$ cat config.mk
export PLATFORM = sky130hd
export DESIGN_NAME = chi_txreq_link
export DESIGN_NICKNAME = d
export VERILOG_FILES = /design/src/rtl/chi_txreq_link_pkg.sv /design/src/rtl/chi_link_fifo.sv /design/src/rtl/chi_txreq_link.sv
export SDC_FILE = /design/constraint.sdc
export NUM_CORES = 1
export LEC_CHECK = 0
export ABC_CLOCK_PERIOD_IN_PS = 4500
export CORE_ASPECT_RATIO = 0.5
export CORE_MARGIN = 2
export CORE_UTILIZATION = 45
export CTS_BUF_LIST = sky130_fd_sc_hd__clkbuf_16
export CTS_CLUSTER_SIZE = 28
export DETAILED_ROUTE_END_ITERATION = 16
export GPL_TIMING_DRIVEN = 1
export PLACE_DENSITY = 0.66
export SLEW_MARGIN = 20
export SYNTH_ARGS = -nofsm -noshare
export SYNTH_HDL_FRONTEND = slang
export SYNTH_SLANG_ARGS = --single-unit
$ cat constraint.sdc
create_clock -name clock -period 4.5 [get_ports clock]
set_input_delay 0.45 -clock clock [delete_from_list [all_inputs] [get_ports clock]]
set_output_delay 0.45 -clock clock [all_outputs]
set_load 0.03 [all_outputs]
$ cat src/rtl/chi_txreq_link_pkg.sv
// rtl/chi_txreq_link_pkg.sv - CHI REQ flit layout, link-state encoding and LCrdReturn opcode shared by TX/RX link endpoints
package chi_txreq_link_pkg;

    localparam logic [6:0] REQ_LCRD_RETURN = 7'd0;

    typedef struct packed {
        logic [3:0]  qos;
        logic [6:0]  tgt_id;
        logic [6:0]  src_id;
        logic [7:0]  txn_id;
        logic [6:0]  opcode;
        logic [47:0] addr;
    } reqflit_t;

    typedef enum logic [1:0] {
        STOP       = 2'd0,
        ACTIVATE   = 2'd1,
        RUN        = 2'd2,
        DEACTIVATE = 2'd3
    } link_state_e;

    // Credit-return flits carry nothing but the opcode, which is itself zero.
    function automatic reqflit_t lcrd_return_flit();
        reqflit_t f;
        f        = '0;
        f.opcode = REQ_LCRD_RETURN;
        return f;
    endfunction

endpackage

$ cat src/rtl/chi_link_fifo.sv
// rtl/chi_link_fifo.sv - synchronous reqflit_t FIFO, power-of-two depth, extra pointer bit separates full from empty
module chi_link_fifo
    import chi_txreq_link_pkg::*;
#(
    parameter int DEPTH = 4
)(
    input  logic     clock,
    input  logic     reset,
    input  logic     i_push,
    input  reqflit_t i_data,
    input  logic     i_pop,
    output reqflit_t o_data,
    output logic     o_full,
    output logic     o_empty
);
    localparam int AW = $clog2(DEPTH);

    reqflit_t    r_mem [DEPTH];
    logic [AW:0] r_wr_ptr;
    logic [AW:0] r_rd_ptr;
    logic        w_push;
    logic        w_pop;

    assign o_empty = (r_wr_ptr == r_rd_ptr);
    assign o_full  = (r_wr_ptr[AW] != r_rd_ptr[AW]) &&
                     (r_wr_ptr[AW-1:0] == r_rd_ptr[AW-1:0]);
    assign w_push  = i_push && !o_full;
    assign w_pop   = i_pop && !o_empty;
    assign o_data  = r_mem[r_rd_ptr[AW-1:0]];

    always_ff @(posedge clock or negedge reset) begin
        if (!reset) begin
            r_wr_ptr <= '0;
            r_rd_ptr <= '0;
        end else begin
            if (w_push) r_wr_ptr <= r_wr_ptr + 1'b1;
            if (w_pop)  r_rd_ptr <= r_rd_ptr + 1'b1;
        end
    end

    // Storage needs no reset: the pointers alone define what is valid.
    always_ff @(posedge clock) begin
        if (w_push) r_mem[r_wr_ptr[AW-1:0]] <= i_data;
    end

endmodule

$ cat src/rtl/chi_txreq_link.sv
// rtl/chi_txreq_link.sv - CHI REQ TX link endpoint (FIFO, L-credits, activation FSM); CHI_TXREQ_LINK_PERF_EN adds perf counters
module chi_txreq_link
    import chi_txreq_link_pkg::*;
#(
    parameter int FIFO_DEPTH  = 4,
    parameter int MAX_CREDITS = 15
)(
    input  logic        clock,
    input  logic        reset,
    input  reqflit_t    req_in,
    input  logic        req_in_valid,
    output logic        req_in_ready,
    input  logic        link_up,
    input  logic        link_down,
    output logic        TXLINKACTIVEREQ,
    input  logic        TXLINKACTIVEACK,
    output reqflit_t    TXREQFLIT,
    output logic        TXREQFLITV,
    output logic        TXREQFLITPEND,
    input  logic        TXREQLCRDV,
    output logic [3:0]  credit_cnt,
    output logic        credit_overflow,
`ifdef CHI_TXREQ_LINK_PERF_EN
    output logic [31:0] perf_flits_sent,
    output logic [31:0] perf_credit_stall,
`endif
    output logic [1:0]  link_state
);
    localparam logic [3:0] LP_MAX_CREDITS = 4'(MAX_CREDITS);

    link_state_e r_state;
    link_state_e w_state_nxt;
    logic [3:0]  r_credit;
    logic        r_overflow;
    logic        r_pend;
    logic        r_flitv;
    reqflit_t    r_flit;

    logic        w_full;
    logic        w_empty;
    logic        w_push;
    logic        w_send;
    logic        w_ret;
    logic        w_consume;
    logic        w_pend_nxt;
    logic        w_req_active;
    reqflit_t    w_head;

    assign req_in_ready = (r_state == RUN) && !w_full && !link_down;
    assign w_push       = req_in_valid && req_in_ready;

    // PEND must have been visible the cycle before any flit goes out.
    assign w_send    = (r_state == RUN) && !w_empty && (r_credit != 4'd0) && r_pend;
    assign w_ret     = (r_state == DEACTIVATE) && (r_credit != 4'd0) && r_pend;
    assign w_consume = w_send || w_ret;

    assign w_pend_nxt = ((r_state == RUN) && (!w_empty || w_push)) ||
                        ((r_state == DEACTIVATE) && (r_credit != 4'd0));

    chi_link_fifo #(
        .DEPTH   (FIFO_DEPTH)
    ) u_fifo (
        .clock   (clock),
        .reset   (reset),
        .i_push  (w_push),
        .i_data  (req_in),
        .i_pop   (w_send),
        .o_data  (w_head),
        .o_full  (w_full),
        .o_empty (w_empty)
    );

    always_comb begin
        w_state_nxt  = r_state;
        w_req_active = 1'b0;
        case (r_state)
            STOP: begin
                if (link_up && !link_down && !TXLINKACTIVEACK) w_state_nxt = ACTIVATE;
            end
            ACTIVATE: begin
                w_req_active = 1'b1;
                if (TXLINKACTIVEACK) w_state_nxt = RUN;
            end
            RUN: begin
                w_req_active = 1'b1;
                if (link_down && w_empty && !w_send) w_state_nxt = DEACTIVATE;
            end
            DEACTIVATE: begin
                if (!TXLINKACTIVEACK && (r_credit == 4'd0) && !w_ret) w_state_nxt = STOP;
            end
            default: w_state_nxt = STOP;
        endcase
    end

    always_ff @(posedge clock or negedge reset) begin
        if (!reset) r_state <= STOP;
        else        r_state <= w_state_nxt;
    end

    // A grant and a consumed credit in the same cycle cancel out.
    always_ff @(posedge clock or negedge reset) begin
        if (!reset) begin
            r_credit   <= 4'd0;
            r_overflow <= 1'b0;
        end else if (TXREQLCRDV && !w_consume) begin
            if (r_credit == LP_MAX_CREDITS) r_overflow <= 1'b1;
            else                            r_credit   <= r_credit + 4'd1;
        end else if (!TXREQLCRDV && w_consume) begin
            r_credit <= r_credit - 4'd1;
        end
    end

    always_ff @(posedge clock or negedge reset) begin
        if (!reset) begin
            r_pend  <= 1'b0;
            r_flitv <= 1'b0;
            r_flit  <= '0;
        end else begin
            r_pend  <= w_pend_nxt;
            r_flitv <= w_consume;
            r_flit  <= w_send ? w_head : lcrd_return_flit();
        end
    end

`ifdef CHI_TXREQ_LINK_PERF_EN
    logic [31:0] r_perf_flits;
    logic [31:0] r_perf_stall;

    always_ff @(posedge clock or negedge reset) begin
        if (!reset) begin
            r_perf_flits <= 32'd0;
            r_perf_stall <= 32'd0;
        end else begin
            if (w_send) r_perf_flits <= r_perf_flits + 32'd1;
            if ((r_state == RUN) && !w_empty && (r_credit == 4'd0))
                r_perf_stall <= r_perf_stall + 32'd1;
        end
    end

    assign perf_flits_sent   = r_perf_flits;
    assign perf_credit_stall = r_perf_stall;
`endif

    assign TXLINKACTIVEREQ = w_req_active;
    assign TXREQFLIT       = r_flit;
    assign TXREQFLITV      = r_flitv;
    assign TXREQFLITPEND   = r_pend;
    assign credit_cnt      = r_credit;
    assign credit_overflow = r_overflow;
    assign link_state      = r_state;

endmodule

# Word-level counts from Yosys, hierarchy flattened
# Memories as Yosys holds them, arrays and structs flattened.
# Index checks and enable logic that the tools add are counted.
# W data, S select, Z words.
[totals] register_bits=96 latchBits=0 ram_bits=324 romBits=0 in_bits=88 out_inout_bits=92 elab_cells=81 mem_count=1
[op_classes] add_sub_neg=4 n_mul=0 div=0 n_lt_le_gt_ge=0 n_eq_ne=12 n_shift=0 n_mux=12 n_bitwise=0 n_reduce_logical=39
[mem_list] memory="u_fifo.r_mem" depth=4 width=81 rd=1 rd_ports_with_merged_regs=0 write_ports=1 line_no="chi_link_fifo.sv:18" text="reqflit_t r_mem [DEPTH];"
[ops] cell="$mux W81" count=1
[ops] cell="$logic_and A1 B1 Y1" count=20
[ops] cell="$mux W4" count=3
[ops] cell="$logic_not A1 Y1" count=8
[ops] cell="$mux W2" count=4
[ops] cell="$pmux W2 S4" count=1
[ops] cell="$add A3 B1 Y3 const B" count=2
[ops] cell="$ne A2 B2 Y1 const B" count=3
[ops] cell="$add A4 B1 Y4 const B" count=1
[ops] cell="$eq A2 B2 Y1 const B" count=2
[ops] cell="$eq A4 B4 Y1 const B" count=1
[ops] cell="$logic_not A4 Y1" count=1
[ops] cell="$ne A2 B1 Y1 const B" count=2
[ops] cell="$reduce_and A2 Y1" count=2
[ops] cell="$reduce_and A4 Y1" count=1
[ops] cell="$reduce_bool A4 Y1" count=1
[ops] cell="$sub A4 B1 Y4 const B" count=1
[ops] cell="$eq A3 B3 Y1" count=1
[ops] cell="$logic_or A1 B1 Y1" count=3
[ops] cell="$mux W1" count=3
[ops] cell="$eq A2 B1 Y1 const B" count=1
[ops] cell="$eq A2 B2 Y1" count=1
[ops] cell="$logic_not A2 Y1" count=1
[ops] cell="$reduce_bool A2 Y1" count=1
[ops] cell="2 further kinds" count=2

# Depth between registers and ports, before layout
[depth] word_depth=10 ltp_mapped=11 mapped_depth_nobuf=11

# Modules after synthesis
# From an unflattened synthesis, not the netlist that was laid out.
[unflattened] cells_unflattened=700 hier_area_um2=15558.7
[modules_own_cells] mod="chi_link_fifo" n_inst=1 cells_each=472 area_per_inst_um2=12139.1
[modules_own_cells] mod="chi_txreq_link" n_inst=1 cells_each=228 area_per_inst_um2=3419.5

# Worst setup path before layout
# Ideal clock, no wire load.
[synth_timing] path_type="flip-flop to flip-flop" start="register r_state[0], in the netlist link_state[0]" end="memory u_fifo.r_mem[3][0] (netlist name) (enable)" setup_time_ns=0.450 t_arrival_ns=3.314 required_ns=4.050 setup_slack_ns=0.735 path_stages_with_launch=5 path_cell_list="dfrtp_1 > inv_1 > ha_1 > o311a_1 > and3_1"
[synth_between] elab_chain_cells=7
[synth_rtl] item="from (decl)" line_no="chi_txreq_link.sv:31" text="link_state_e r_state;"
[synth_rtl] item="from (signal assigned)" line_no="chi_txreq_link.sv:97" text="else r_state <= w_state_nxt;"
[synth_rtl] item="$eq A2 B2 Y1" line_no="chi_txreq_link.sv:49" text="assign req_in_ready = (r_state == RUN) && !w_full && !link_down;"
[synth_rtl] item="$logic_and A1 B1 Y1 (2 in series)" line_no="chi_txreq_link.sv:49"
[synth_rtl] item="net req_in_ready" line_no="chi_txreq_link.sv:12" text="output logic req_in_ready,"
[synth_rtl] item="$logic_and A1 B1 Y1" line_no="chi_txreq_link.sv:50" text="assign w_push = req_in_valid && req_in_ready;"
[synth_rtl] item="$logic_and A1 B1 Y1" line_no="chi_link_fifo.sv:27" text="assign w_push = i_push && !o_full;"
[synth_rtl] item="$mux W1" line_no="chi_link_fifo.sv:43" text="if (w_push) r_mem[r_wr_ptr[AW-1:0]] <= i_data;"
[synth_rtl] item="$mux W1 (not written as such)" line_no="chi_link_fifo.sv:43"
[synth_rtl] item="to (decl)" line_no="chi_link_fifo.sv:18"
# The timed path passes the listed nets, and every way through them passes these cells.

# Final worst setup path
[layout_timing] start="register r_credit[0], in the netlist credit_cnt[0]" end="register r_credit[3], in the netlist credit_cnt[3]"
[layout_between] elab_chain_cells=8
[layout_rtl] item="from (decl)" line_no="chi_txreq_link.sv:33" text="logic [3:0] r_credit;"
[layout_rtl] item="from (signal assigned)" line_no="chi_txreq_link.sv:107" text="else r_credit <= r_credit + 4'd1;"
[layout_rtl] item="from (signal assigned)" line_no="chi_txreq_link.sv:109" text="r_credit <= r_credit - 4'd1;"
[layout_rtl] item="$reduce_bool A4 Y1" line_no="chi_txreq_link.sv:53, chi_txreq_link.sv:54"
[layout_rtl] item="$logic_and A1 B1 Y1 (on tied branches) (2 in series)" line_no="chi_txreq_link.sv:53, chi_txreq_link.sv:54"
[layout_rtl] item="$logic_or A1 B1 Y1" line_no="chi_txreq_link.sv:55" text="assign w_consume = w_send || w_ret;"
[layout_rtl] item="$logic_not A1 Y1" line_no="chi_txreq_link.sv:105" text="end else if (TXREQLCRDV && !w_consume) begin"
[layout_rtl] item="$logic_and A1 B1 Y1" line_no="chi_txreq_link.sv:105"
[layout_rtl] item="$ne A2 B2 Y1 (no source line) or $reduce_bool A2 Y1 (tied branches)"
[layout_rtl] item="$reduce_and A2 Y1 (no source line)"
# Parallel ways exist; a longest one is shown, timed or not. The select of a mux whose other input is x is not followed.
# A chain may end at the register's enable or synchronous reset.

==> results.sh <==
export IMPL_outcome="finished, final reports clean"
export IMPL_portBuffers=179
export IMPL_post_place_ws_ns=1.27
export IMPL_crit_required_ns=4.94
export IMPL_wire_per_inst_microns=22.0
export IMPL_slew_violations=0
export IMPL_fin_crit_sh_pct=71.6
export IMPL_syn_area_per_cell_sq_um=21.9
export IMPL_maxCapViolCount=0
export IMPL_clock_latency_ns=0.53
export IMPL_setup_viol=0
export IMPL_globalplace_congestion=0.739
export IMPL_fin_ws_ns=1.28
export IMPL_grt_pass1_wl_mm=46.7
export IMPL_drc=0
export IMPL_num_vias=7191
export IMPL_synth_main_ff_cell="edfxtp_1"
export IMPL_worstMarginPinSlew_ns=0.987
export IMPL_first_global_vias=7904
export IMPL_syn2layout_area_growth_pct=23.5
export IMPL_async_flop_share_pct=22.9
export IMPL_cellLeakagePower_uw=0.00688
export IMPL_numCtsBuffers=39
export IMPL_synth_common_cells="edfxtp_1 (324), dfrtp_1 (96), and3_1 (85)"
export IMPL_root_buffer="clkbuf_16"
export IMPL_syn_cell_area_sq_um=15200
export IMPL_syn_num_nets=793
export IMPL_drive_gt1_share_pct=17.1
export IMPL_cts_sinks=420
export IMPL_final_util_pct=56.6
export IMPL_drt_pass1_iter_count=5
export IMPL_skew_ns=0.0223
export IMPL_tns_ns=0
export IMPL_hold_ws_ns=0.455
export IMPL_final_hold_violation_count=0
export IMPL_synth_distinct_cells=35
export IMPL_grt_max_degree=85
export IMPL_regArea_sq_um=12100
export IMPL_min_path_type="in2async"
export IMPL_grt_overflow=0
export IMPL_yosysSeqAreaShare_pct=79.8
export IMPL_yosysTopAreaCellShare_pct=64.0
export IMPL_grt_usage_pct=17.5
export IMPL_ant_nets=0
export IMPL_viasPerCell=5.29
export IMPL_cts_buffer_depth=3
export IMPL_min_period_ns=3.22
export IMPL_synth_top_area_cell="edfxtp_1"
export IMPL_multiInputGateArea_sq_um=2920
export IMPL_crit_arrival_ns=3.66
export IMPL_netlist_instances=693
export IMPL_worstSetupEndpointType="flop"
export IMPL_synth_edf_count=324
export IMPL_dieArea_sq_um=35400
export IMPL_worstSetupPathType="reg2reg"
export IMPL_crit_fanout=84
export IMPL_wirelength_mm=29.9
export IMPL_h_tree_depth=2
export IMPL_synth_area_leaders="edfxtp_1 (64%), dfrtp_1 (16%), mux4_2 (12%), and3_1 (3.5%), ha_1 (0.91%)"
export IMPL_cts_tree="done"
export IMPL_fmax_mhz=310
export IMPL_num_io_pins=180
export IMPL_n_fill_cell=2506
export IMPL_initialDrtViolationCount=390
export IMPL_rsz0062_at_grt="false"
export IMPL_coreArea_sq_um=33200
export IMPL_antenna_found_initial=1
export IMPL_power_density_nw_per_um2=589
export IMPL_start_util_pct=45.9
export IMPL_clk_pin_slew_worst_paths_ns=0.06
export IMPL_vdd_ir_drop_max_v=0.000434
export IMPL_synth_warnings=0
export IMPL_worst_setup_path_start_kind="flop"
export IMPL_rows=47
export IMPL_dp_hpwl_mm=16.2
export IMPL_final_nets=987
export IMPL_slew_headroom_pct=34.2
export IMPL_die_height_microns=134
export IMPL_fp_dieW_microns=264
export IMPL_synth_most_common_cell="edfxtp_1"
export IMPL_synth_seq_cells=420
## kinds of logic (layout without fill, tap and decap cells)
| logic type | after synthesis | after routing | share of synthesized area, % |
|---|---|---|---|
| AO/OA/AOI/OAI | 13 | 13 | 0.691 |
| XOR/XNOR | 12 | 12 | 0.691 |
| adder cells (fa/ha/maj) | 12 | 12 | 1.04 |
| buffers and inverters | 44 | 268 | 1.18 |
| flip-flops | 420 | 420 | 79.8 |
| multiplexers | 87 | 87 | 12.4 |
| other | 0 | 1 | 0 |
| AND/OR/NAND/NOR | 105 | 105 | 4.22 |
## area by class of cell
cell class | count | area share, %
Clock inverter | 30 | 0.979
Antenna cell | 1 | 0.0133
Clock buffer | 41 | 5.46
Sequential cell | 420 | 64.6
Tap cell | 441 | 2.94
Inverter | 8 | 0.160
Multi-Input combinational cell | 229 | 15.5
Timing Repair Buffer | 189 | 10.3
## worst max-delay path: stages, from the launching register on
cell     delay [ns]
dfrtp_1        0.46
or4_4          0.58
and2_4         0.46
o21ai_4        0.27
nand2_1        0.19
ha_1           0.32
a21o_1         0.13
a21oi_1        0.08
or2_2          0.30
mux2i_1        0.19
xor2_1         0.15
## final timing paths
kind	slack, ns	start	depth (start not counted)	end
worst max-delay path	1.28	credit_cnt[0]	10	credit_cnt[3]
min in group clock	0.49	credit_overflow	1	credit_overflow
worst min register to register	0.49	credit_overflow	1	credit_overflow
worst min-delay path	0.46	reset	2	TXREQFLIT[69]
worst max register to register	1.28	credit_cnt[0]	10	credit_cnt[3]
max in group asynchronous	3.12	reset	3	TXREQFLIT[42]
## repair_timing
action	in CTS	in global routing
setup buffers	0	0
hold buffers	1	0
gates resized for setup	0	0
setup endpoints to repair	0	0
hold endpoints to repair	37	0
## metal layers
| metal | part of all wire (%) | global-route usage, % |
|---|---|---|
| met3 | 3.8 | 2.94 |
| met5 | 0 | 0 |
| met2 | 54 | 31.5 |
| met1 | 41 | 22.3 |
| met4 | 1.5 | 4.39 |
## sequential cells by signal, summed over array words and instances (netlist names)
register and cells:
TXREQFLITPEND 1, u_fifo.r_rd_ptr 3, credit_cnt 4, credit_overflow 1, TXREQFLIT 81, u_fifo.r_mem 324
link_state 2, u_fifo.r_wr_ptr 3, TXREQFLITV 1
## through the flow
stage	power, uW	std cells	cell area (sq um)
global placement	8050	1286	17600
floorplan	6960	693	15200
detailed placement	8100	1286	17600
CTS	11200	1358	18800
finish	11100	1359	18800
global route	11600	1359	18800
## power breakdown
part	switching (uW)	total, uW	internal [uW]
clock network	1350	3110	1760
logic	1730	3150	1420
registers	209	4800	4600
## cells in the final DEF (no fill, tap or decap), drive strengths merged, types with 2 or more instances in the layout
cell type / n
clkinv: 15
edfxtp: 324
clkdlybuf4s50: 178
nand2: 8
clkbuf: 41
nor2: 2
mux2: 2
o21ai: 4
a21oi: 2
bufinv: 2
and3: 85
inv: 21
and2: 2
xnor2: 6
buf: 10
dfrtp: 96
xor2: 6
mux2i: 4
mux4: 81
ha: 11
Note: power is estimated with default switching activity, not from simulation.
